==> src/rtl/flit_slicer_buffered.sv <==
// rtl/flit_slicer_buffered.sv - flit slicer with independently drained address and data FIFOs
//
// flit_slicer_fifo : single-clock FIFO used once for each output field.
//   clk, reset : clock and asynchronous active-high reset
//   push, wdata: write wdata at the tail (caller guarantees not full)
//   pop        : remove the head (caller guarantees not empty)
//   head       : current head; holds the last popped value while empty
//   level      : current occupancy, 0..DEPTH
//
// flit_slicer_buffered : splits each accepted flit into address and data fields.
//   clk, reset                        : clock and asynchronous active-high reset
//   in_flit, in_valid, in_ready       : input flit handshake
//   addr_out, addr_valid, addr_ready  : address FIFO head and handshake
//   data_out, data_valid, data_ready  : data FIFO head and handshake
//   addr_level, data_level            : FIFO occupancies
//   flit_count                        : number of accepted flits, wrapping

module flit_slicer_fifo #(
    parameter int W     = 4,
    parameter int DEPTH = 2,
    parameter int LVL_W = $clog2(DEPTH + 1)
) (
    input  logic             clk,
    input  logic             reset,
    input  logic             push,
    input  logic [W-1:0]     wdata,
    input  logic             pop,
    output logic [W-1:0]     head,
    output logic [LVL_W-1:0] level
);

    localparam int PTR_W = (DEPTH > 1) ? $clog2(DEPTH) : 1;

    logic [W-1:0]     mem [DEPTH];
    logic [PTR_W-1:0] rd_ptr;
    logic [PTR_W-1:0] wr_ptr;
    logic [W-1:0]     last_q;
    logic             nonempty;

    // Explicit wrap so non-power-of-two depths cycle through exactly DEPTH slots.
    function automatic logic [PTR_W-1:0] next_ptr(input logic [PTR_W-1:0] p);
        if (p == PTR_W'(DEPTH - 1)) begin
            return '0;
        end
        return p + 1'b1;
    endfunction

    assign nonempty = (level != '0);

    // While empty, mem[rd_ptr] is a stale slot, so show the last popped value instead.
    assign head = nonempty ? mem[rd_ptr] : last_q;

    always_ff @(posedge clk or posedge reset) begin
        if (reset) begin
            rd_ptr <= '0;
            wr_ptr <= '0;
            level  <= '0;
            last_q <= '0;
        end else begin
            if (push) begin
                wr_ptr <= next_ptr(wr_ptr);
            end
            if (pop) begin
                rd_ptr <= next_ptr(rd_ptr);
                last_q <= mem[rd_ptr];
            end
            if (push && !pop) begin
                level <= level + LVL_W'(1);
            end else if (pop && !push) begin
                level <= level - LVL_W'(1);
            end
        end
    end

    // Storage needs no reset: the level gates every read of it.
    always_ff @(posedge clk) begin
        if (push) begin
            mem[wr_ptr] <= wdata;
        end
    end

endmodule

module flit_slicer_buffered #(
    parameter int ADDR_W   = 4,
    parameter int DATA_W   = 7,
    parameter int DEPTH    = 2,
    parameter int ADDR_LSB = 1,
    parameter int CNT_W    = 16
) (
    input  logic                         clk,
    input  logic                         reset,
    input  logic [ADDR_W+DATA_W-1:0]     in_flit,
    input  logic                         in_valid,
    output logic                         in_ready,
    output logic [ADDR_W-1:0]            addr_out,
    output logic                         addr_valid,
    input  logic                         addr_ready,
    output logic [DATA_W-1:0]            data_out,
    output logic                         data_valid,
    input  logic                         data_ready,
    output logic [$clog2(DEPTH+1)-1:0]   addr_level,
    output logic [$clog2(DEPTH+1)-1:0]   data_level,
    output logic [CNT_W-1:0]             flit_count
);

    localparam int FLIT_W = ADDR_W + DATA_W;
    localparam int LVL_W  = $clog2(DEPTH + 1);

    logic [ADDR_W-1:0] addr_field;
    logic [DATA_W-1:0] data_field;
    logic              accept;
    logic              addr_pop;
    logic              data_pop;

    generate
        if (ADDR_LSB != 0) begin : g_addr_low
            assign addr_field = in_flit[ADDR_W-1:0];
            assign data_field = in_flit[FLIT_W-1:ADDR_W];
        end else begin : g_addr_high
            assign addr_field = in_flit[FLIT_W-1:DATA_W];
            assign data_field = in_flit[DATA_W-1:0];
        end
    endgenerate

    // Ready depends only on registered levels, so a pop that frees a full FIFO
    // is seen one cycle later and no combinational path runs from the consumers.
    assign in_ready   = (addr_level < LVL_W'(DEPTH)) && (data_level < LVL_W'(DEPTH));
    assign accept     = in_valid && in_ready;
    assign addr_valid = (addr_level != '0);
    assign data_valid = (data_level != '0);
    assign addr_pop   = addr_valid && addr_ready;
    assign data_pop   = data_valid && data_ready;

    flit_slicer_fifo #(
        .W     (ADDR_W),
        .DEPTH (DEPTH),
        .LVL_W (LVL_W)
    ) u_addr_fifo (
        .clk   (clk),
        .reset (reset),
        .push  (accept),
        .wdata (addr_field),
        .pop   (addr_pop),
        .head  (addr_out),
        .level (addr_level)
    );

    flit_slicer_fifo #(
        .W     (DATA_W),
        .DEPTH (DEPTH),
        .LVL_W (LVL_W)
    ) u_data_fifo (
        .clk   (clk),
        .reset (reset),
        .push  (accept),
        .wdata (data_field),
        .pop   (data_pop),
        .head  (data_out),
        .level (data_level)
    );

    always_ff @(posedge clk or posedge reset) begin
        if (reset) begin
            flit_count <= '0;
        end else if (accept) begin
            flit_count <= flit_count + CNT_W'(1);
        end
    end

    // A stalled producer must keep its flit presented unchanged until taken.
    property p_producer_hold;
        @(posedge clk) disable iff (reset)
            (in_valid && !in_ready) |=> (in_valid && $stable(in_flit));
    endproperty
    a_producer_hold: assert property (p_producer_hold);

endmodule
==> config.mk <==
export PLATFORM = sky130hd
export DESIGN_NAME = flit_slicer_buffered
export DESIGN_NICKNAME = d
export VERILOG_FILES = /design/src/rtl/flit_slicer_buffered.sv
export SDC_FILE = /design/constraint.sdc
export NUM_CORES = 1
export LEC_CHECK = 0
export ABC_CLOCK_PERIOD_IN_PS = 1700
export CAP_MARGIN = 30
export CORE_MARGIN = 8
export CORE_UTILIZATION = 46
export DETAILED_ROUTE_END_ITERATION = 12
export PLACE_DENSITY = 0.79
export SLEW_MARGIN = 20
export SYNTH_ARGS = -nofsm -noshare
export SYNTH_HDL_FRONTEND = slang
export SYNTH_SLANG_ARGS = --single-unit
export TNS_END_PERCENT = 100
==> constraint.sdc <==
create_clock -name clk -period 1.7 [get_ports clk]
set_clock_uncertainty 0.1 [all_clocks]
set_input_delay 0.255 -clock clk [delete_from_list [all_inputs] [get_ports clk]]
set_output_delay 0.255 -clock clk [all_outputs]
set_load 0.02 [all_outputs]
==> Word-level counts from Yosys, hierarchy flattened <==
Memory sizes are Yosys's and may differ from the RTL's.
Cells that the tools add are included.
{ "word_totals": {"elab_cells": 61, "register_bits": 35, "latch_bits": 0, "ramBits": 22, "romBits": 0, "n_memories": 2} }
{ "memory_table": {"columns": ["name", "depth", "word_bits", "read_ports", "rd_clocked_by_memory_dff", "wr", "line", "rtl"], "rows": [
  ["u_data_fifo.mem", 2, 7, 1, 0, 1, "34", "logic [W-1:0] mem [DEPTH];"],
  ["u_addr_fifo.mem", 2, 4, 1, 0, 1, "34", null]
]} }
{ "classes": {"bitwise": 0, "addsub": 9, "n_mul": 0, "n_eq_ne": 0, "magnitude_cmp": 2, "shifts": 0, "div": 0, "muxes": 24, "n_reduce_logical": 15} }
{ "op_table": {"columns": ["cell", "n"], "rows": [
  ["1-bit 2-to-1 mux", 18],
  ["16-bit by 1-bit adder with 16-bit output (second input constant)", 1],
  ["1-bit logical AND", 8],
  ["2-bit 2-to-1 mux", 4],
  ["2-bit nonzero test", 4],
  ["7-bit 2-to-1 mux", 1],
  ["1-bit adder (second input constant)", 4],
  ["2-bit by 1-bit adder with 2-bit output (second input constant)", 2],
  ["2-bit less-than comparator (second input constant)", 2],
  ["4-bit 2-to-1 mux", 1],
  ["2-bit by 1-bit subtractor with 2-bit output (second input constant)", 2],
  ["1-bit zero test", 3]
]} }

==> Logic depth before layout (Yosys ltp) <==
{ "logic_depth": {"depth_word": 7, "mapped_depth": 8} }

==> Modules after synthesis <==
Synthesis repeated with hierarchy kept, for this count alone.
{ "unflattened": {"cells_unflattened": 193, "hier_area_um2": 2497.4} }
{ "by_module_without_submodules": {"columns": ["module", "cells_per_inst", "seq_area_each_um2", "area_per_inst_um2", "n_inst"], "rows": [
  ["flit_slicer_fifo at u_data_fifo", 77, 695.7, 1057.3, 1],
  ["flit_slicer_buffered", 65, 400.4, 754.5, 1],
  ["flit_slicer_fifo at u_addr_fifo", 51, 440.4, 685.7, 1]
]} }

==> Least setup slack after synthesis <==
Ideal clock, no wire load.
{ "synth_path": {"path_type": "reg-to-reg", "start": "register u_data_fifo.level[1]", "end": "register u_data_fifo.level[1]", "stages_incl_launch_ff": 9, "required_time_ns": 1.465, "path_slack_ns": -0.218, "setup_ns": 0.135, "arrival_ns": 1.683, "cell_sequence": "dfrtp_1 > or2_2 > clkbuf_2 > nand2_2 > buf_4 > ha_1 > xor2_1 > nor2_1 > xor2_1"} }
{ "synth_via": {"elab_chain_cells": 6, "word_cells_on_any_way": 14} }
{ "synth_rtl": {"columns": ["item", "line", "rtl"], "rows": [
  ["start: declaration", "29", "output logic [LVL_W-1:0] level"],
  ["start signal: assignment", "68", "level <= level + LVL_W'(1);"],
  ["start signal: assignment", "70", "level <= level - LVL_W'(1);"],
  ["2-bit less-than comparator", "128", "assign in_ready = (addr_level < LVL_W'(DEPTH)) && (data_level < LVL_W'(DEPTH));"],
  ["1-bit logical AND", "128", null],
  ["1-bit logical AND", "129", "assign accept = in_valid && in_ready;"],
  ["1-bit zero test", "69", "end else if (pop && !push) begin"],
  ["1-bit logical AND", "69", null],
  ["2-bit nonzero test (no source line)", null, null]
]} }
Parallel ways exist; a longest one is shown, timed or not. The select of a mux whose other input is x is not followed.
A chain may end at the register's enable or synchronous reset.

==> Worst setup path after layout <==
{ "layout_path": {"start": "register u_data_fifo.rd_ptr", "end": "output port data_out[3]"} }
{ "layout_via": {"elab_chain_cells": 2} }
{ "layout_rtl": {"columns": ["item", "line", "rtl"], "rows": [
  ["start: declaration", "35", "logic [PTR_W-1:0] rd_ptr;"],
  ["start signal: assignment", "64", "rd_ptr <= next_ptr(rd_ptr);"],
  ["memory 2 x 7 bit", null, null],
  ["7-bit 2-to-1 mux", "51", "assign head = nonempty ? mem[rd_ptr] : last_q;"],
  ["end: declaration", "99", "output logic [DATA_W-1:0] data_out,"]
]} }
Every way passes these cells.

==> results.py <==
metrics = {
    "status": {
        "status": "finished with violations",
        "failing_checks": "negative setup slack",
    },
    "route": {
        "overall_via_count_from_detail_route": 1680,
        "viasPerCell": 4.94,
        "ant_nets": 0,
        "wl_per_cell_um": 15.4,
        "postRouteWirelength_mm": 5.24,
        "detail_route.iter0.violations": 75,
        "drt_pass1_iterations": 4,
        "drc_errors": 0,
    },
    "layout": {
        "multi_input_comb_area_um2": 1140,
        "layout.core_utilization": 0.712,
        "layout.cell_area.non_filler_um2": 3640,
        "register_area_um2": 1540,
        "final_nets": 284,
        "antennaDiodeCount": 0,
        "final_instance_count_without_filler_cells": 340,
        "post_route_cells_drive_above_1_share": 0.430,
        "final.fill_count": 362,
        "synthesis_to_finish_area_growth_pct": 49.0,
    },
    "global_route": {
        "grt_first_pass_wirelength_mm": 8.24,
        "antenna_violations_before_repair": 0,
        "grt_usage": 0.142,
        "first_global_vias": 1706,
        "grt_start_max_net_pins": 36,
        "grt_remaining_overflow": 0,
    },
    "setup_path": {
        "reg2regPathDepth": 7,
        "crit_path_max_incr_delay_ns": 0.46,
        "worst-path-max-fanout": 5,
        "ff2ff_setup_slack_ns": 0.04,
        "crit_path_buf_inv_count": 2,
        "critical-path-slowest-cell": "dfrtp_2",
        "setup.worst_path.end_class": "primary output",
        "worst_path_dominant_cell_family": "flip-flops",
        "startpoint_type": "flop",
        "worst_r2r_startpoint": "u_data_fifo.level[0]",
        "worstPathRequired_ns": 1.34,
        "path_class": "flop to primary output",
        "cpMostUsedCell": "buf_6",
        "critical_path.cell_chain": "buf_6 -> mux2i_4 -> a21oi_2 -> buf_6",
        "worst_r2r_endpoint": "u_data_fifo.level[1]",
        "arrival_ns": 1.44,
    },
    "floorplan": {
        "design.core.area_um2": 5110,
        "die_height_um": 88.8,
        "start_util": 0.478,
        "num_io_pins": 50,
        "rows": 26,
        "floorplan.die_area_um2": 7890,
        "die_w_um": 88.8,
    },
    "logic_synthesis": {
        "mappedNetlistNets": 206,
        "synth.lib_cells_used.distinct": 32,
        "synth-warning-count": 0,
        "synth_area_um2": 2440,
        "synthMostInstantiatedCell": "dfrtp_1",
        "synthArstFlopShare": 0.614,
        "synth_seq_area_share": 0.629,
        "area_leader_netlist": "dfrtp_1",
        "synth_flop_cell": "dfrtp_1",
        "synth_seq_cells": 57,
        "yosysTopAreaCellShare": 0.359,
        "synth-edff-count": 22,
        "synth.area.top_cells": "dfrtp_1, edfxtp_1, xnor2_1",
        "synthCells": 187,
        "synth_commonest_cells": "dfrtp_1, edfxtp_1, nand2_1",
        "syn_avg_cell_area_um2": 13.1,
    },
    "clocking": {
        "clk_transition_reported_paths_ns": 0.07,
        "cts_inserted_buffers": 9,
        "cts_buffer_depth": 2,
        "cts.htree.levels": 3,
        "clock_sinks": 57,
        "latest_clock_arrival_within_the_worst_skew_pair_ns": 0.33,
        "tritoncts_clock_tree": "done",
        "clock_tree.root_cell": "clkbuf_8",
    },
    "placement": {
        "portBuffers": 49,
        "hpwl_mm": 3.46,
        "pre_cts_slack_ns": -0.208,
        "dpl.cell_count": 318,
        "gpl.final_weighted_congestion": 0.720,
        "detailed_place.area_um2": 3240,
    },
    "sta": {
        "fin_max_slew_vios": 0,
        "fmax_ghz": 0.558,
        "final-setup-viol-count": 10,
        "final.setup.worst_slack_ns": -0.0922,
        "fin_worst_hold_slack_ns": 0.174,
        "finalCritPeriodShare": 1.05,
        "timing.final.hold_violations": 0,
        "grt_setup_unrepaired": "true",
        "timing.max_slew.rel_slack": 0.789,
        "worst_slew_pin_slew_ns": 0.316,
        "min_period_ns": 1.79,
    },
    "power": {
        "worst_ir_drop_vdd_mv": 1.14,
        "p_per_area_nw_per_um2": 1780,
        "power.leakage_nw": 1.55,
    },
    "worst_hold_path": {
        "worst_min_delay_path_class": "primary input to async pin",
    },
    "job": {
        "drv.max_cap_violation_count": 0,
    },
}
==> power by group <==
group          leakage (nW)  internal (mW)  switching, mW
clock network        0.0745          0.536          0.581
registers             0.639           1.82          0.360
logic                 0.833           1.55           1.64
==> metal layers <==
| layer | global-route usage | vias to the layer above | routed length (µm) |
|---|---|---|---|
| met5 | 0 | - | 0 |
| met4 | 0.0876 | 0 | 116 |
| met3 | 0.0557 | 12 | 349 |
| met2 | 0.221 | 43 | 2700 |
| met1 | 0.161 | 830 | 2070 |
| li1 | - | 795 | - |
==> sequential cells by signal, summed over array words and instances (netlist names), 2 cells and up <==
name and cells:
u_addr_fifo.last_q 4, u_data_fifo.level 2, u_addr_fifo.level 2, u_addr_fifo.mem 8, flit_count 16, u_data_fifo.last_q 7, u_data_fifo.mem 14
==> worst register-to-register path, cell delays in order (launching register included) <==
cell and delay (ns):
dfrtp_2 0.42, or2_4 0.34, buf_6 0.15, nand2_4 0.06, ha_4 0.14, xor2_2 0.15, nor2_2 0.06, xor2_1 0.14
==> cell families (layout without fill, tap and decap cells) <==
group	after synthesis	count (layout)	share of synthesized area
and+or+nand+nor	59	61	0.142
DFF	57	57	0.629
AOI/OAI and AO/OA	22	22	0.0451
adders and majority gates	3	3	0.0154
buffers and inverters	10	91	0.0266
muxes	11	11	0.0451
xor gates and xnor gates	25	25	0.0959
==> what timing repair did <==
item,4_1_cts,5_1_grt
endpoints found under the setup margin,35,21
resized for setup,100,46
setup buffers,1,3
hold buffers,0,0
pin swaps,7,6
gates cloned,2,0
==> stage by stage <==
stage | power [mW] | TNS, ns
after floorplan | 3.70 | -0.206
after global placement | 4.77 | -1.67
after detailed placement | 4.85 | -1.93
after CTS | 6.07 | -0.935
after global routing | 6.86 | -1.15
final | 6.48 | -0.504
==> cell type report <==
type / instances / share of cell area
flip-flops and latches: 57 / 0.424
multi-input cells: 122 / 0.313
repair buffers: 73 / 0.186
clock buffers: 9 / 0.0341
well taps: 70 / 0.0241
clock inverters: 7 / 0.0151
inverters: 2 / 0.00344
==> worst max path at each step <==
stage	start	to	slack [ns]	cells past startpoint
after detailed placement	u_data_fifo.rd_ptr	data_out[6]	-0.21	4
after global placement	u_data_fifo.rd_ptr	data_out[6]	-0.15	4
after floorplan	u_data_fifo.level[0]	u_data_fifo.level[1]	-0.04	8
after global routing	u_data_fifo.rd_ptr	data_out[3]	-0.16	4
final	u_data_fifo.rd_ptr	data_out[3]	-0.09	4
after CTS	u_data_fifo.level[1]	data_out[1]	-0.17	4
==> placed cells by master, fill, tap and decap left out, drive strengths merged <==
| master | netlist | routed |
|---|---|---|
| dfrtp | 35 | 35 |
| and3 | 1 | 1 |
| nor2 | 17 | 17 |
| clkbuf | 1 | 11 |
| xor2 | 8 | 8 |
| ha | 3 | 3 |
| buf | 7 | 37 |
| edfxtp | 22 | 22 |
| nor3 | 1 | 1 |
| xnor2 | 17 | 17 |
| inv | 2 | 4 |
| and2 | 3 | 3 |
| clkinvlp | 0 | 5 |
| clkdlybuf4s50 | 0 | 15 |
| nand2 | 23 | 23 |
| nand3 | 6 | 6 |
| o21ai | 11 | 11 |
| a21oi | 11 | 11 |
| dlygate4sd2 | 0 | 19 |
| nand4 | 4 | 4 |
| or2 | 2 | 4 |
| and4 | 2 | 2 |
| mux2i | 11 | 11 |
(Power assumes the default switching activity.)
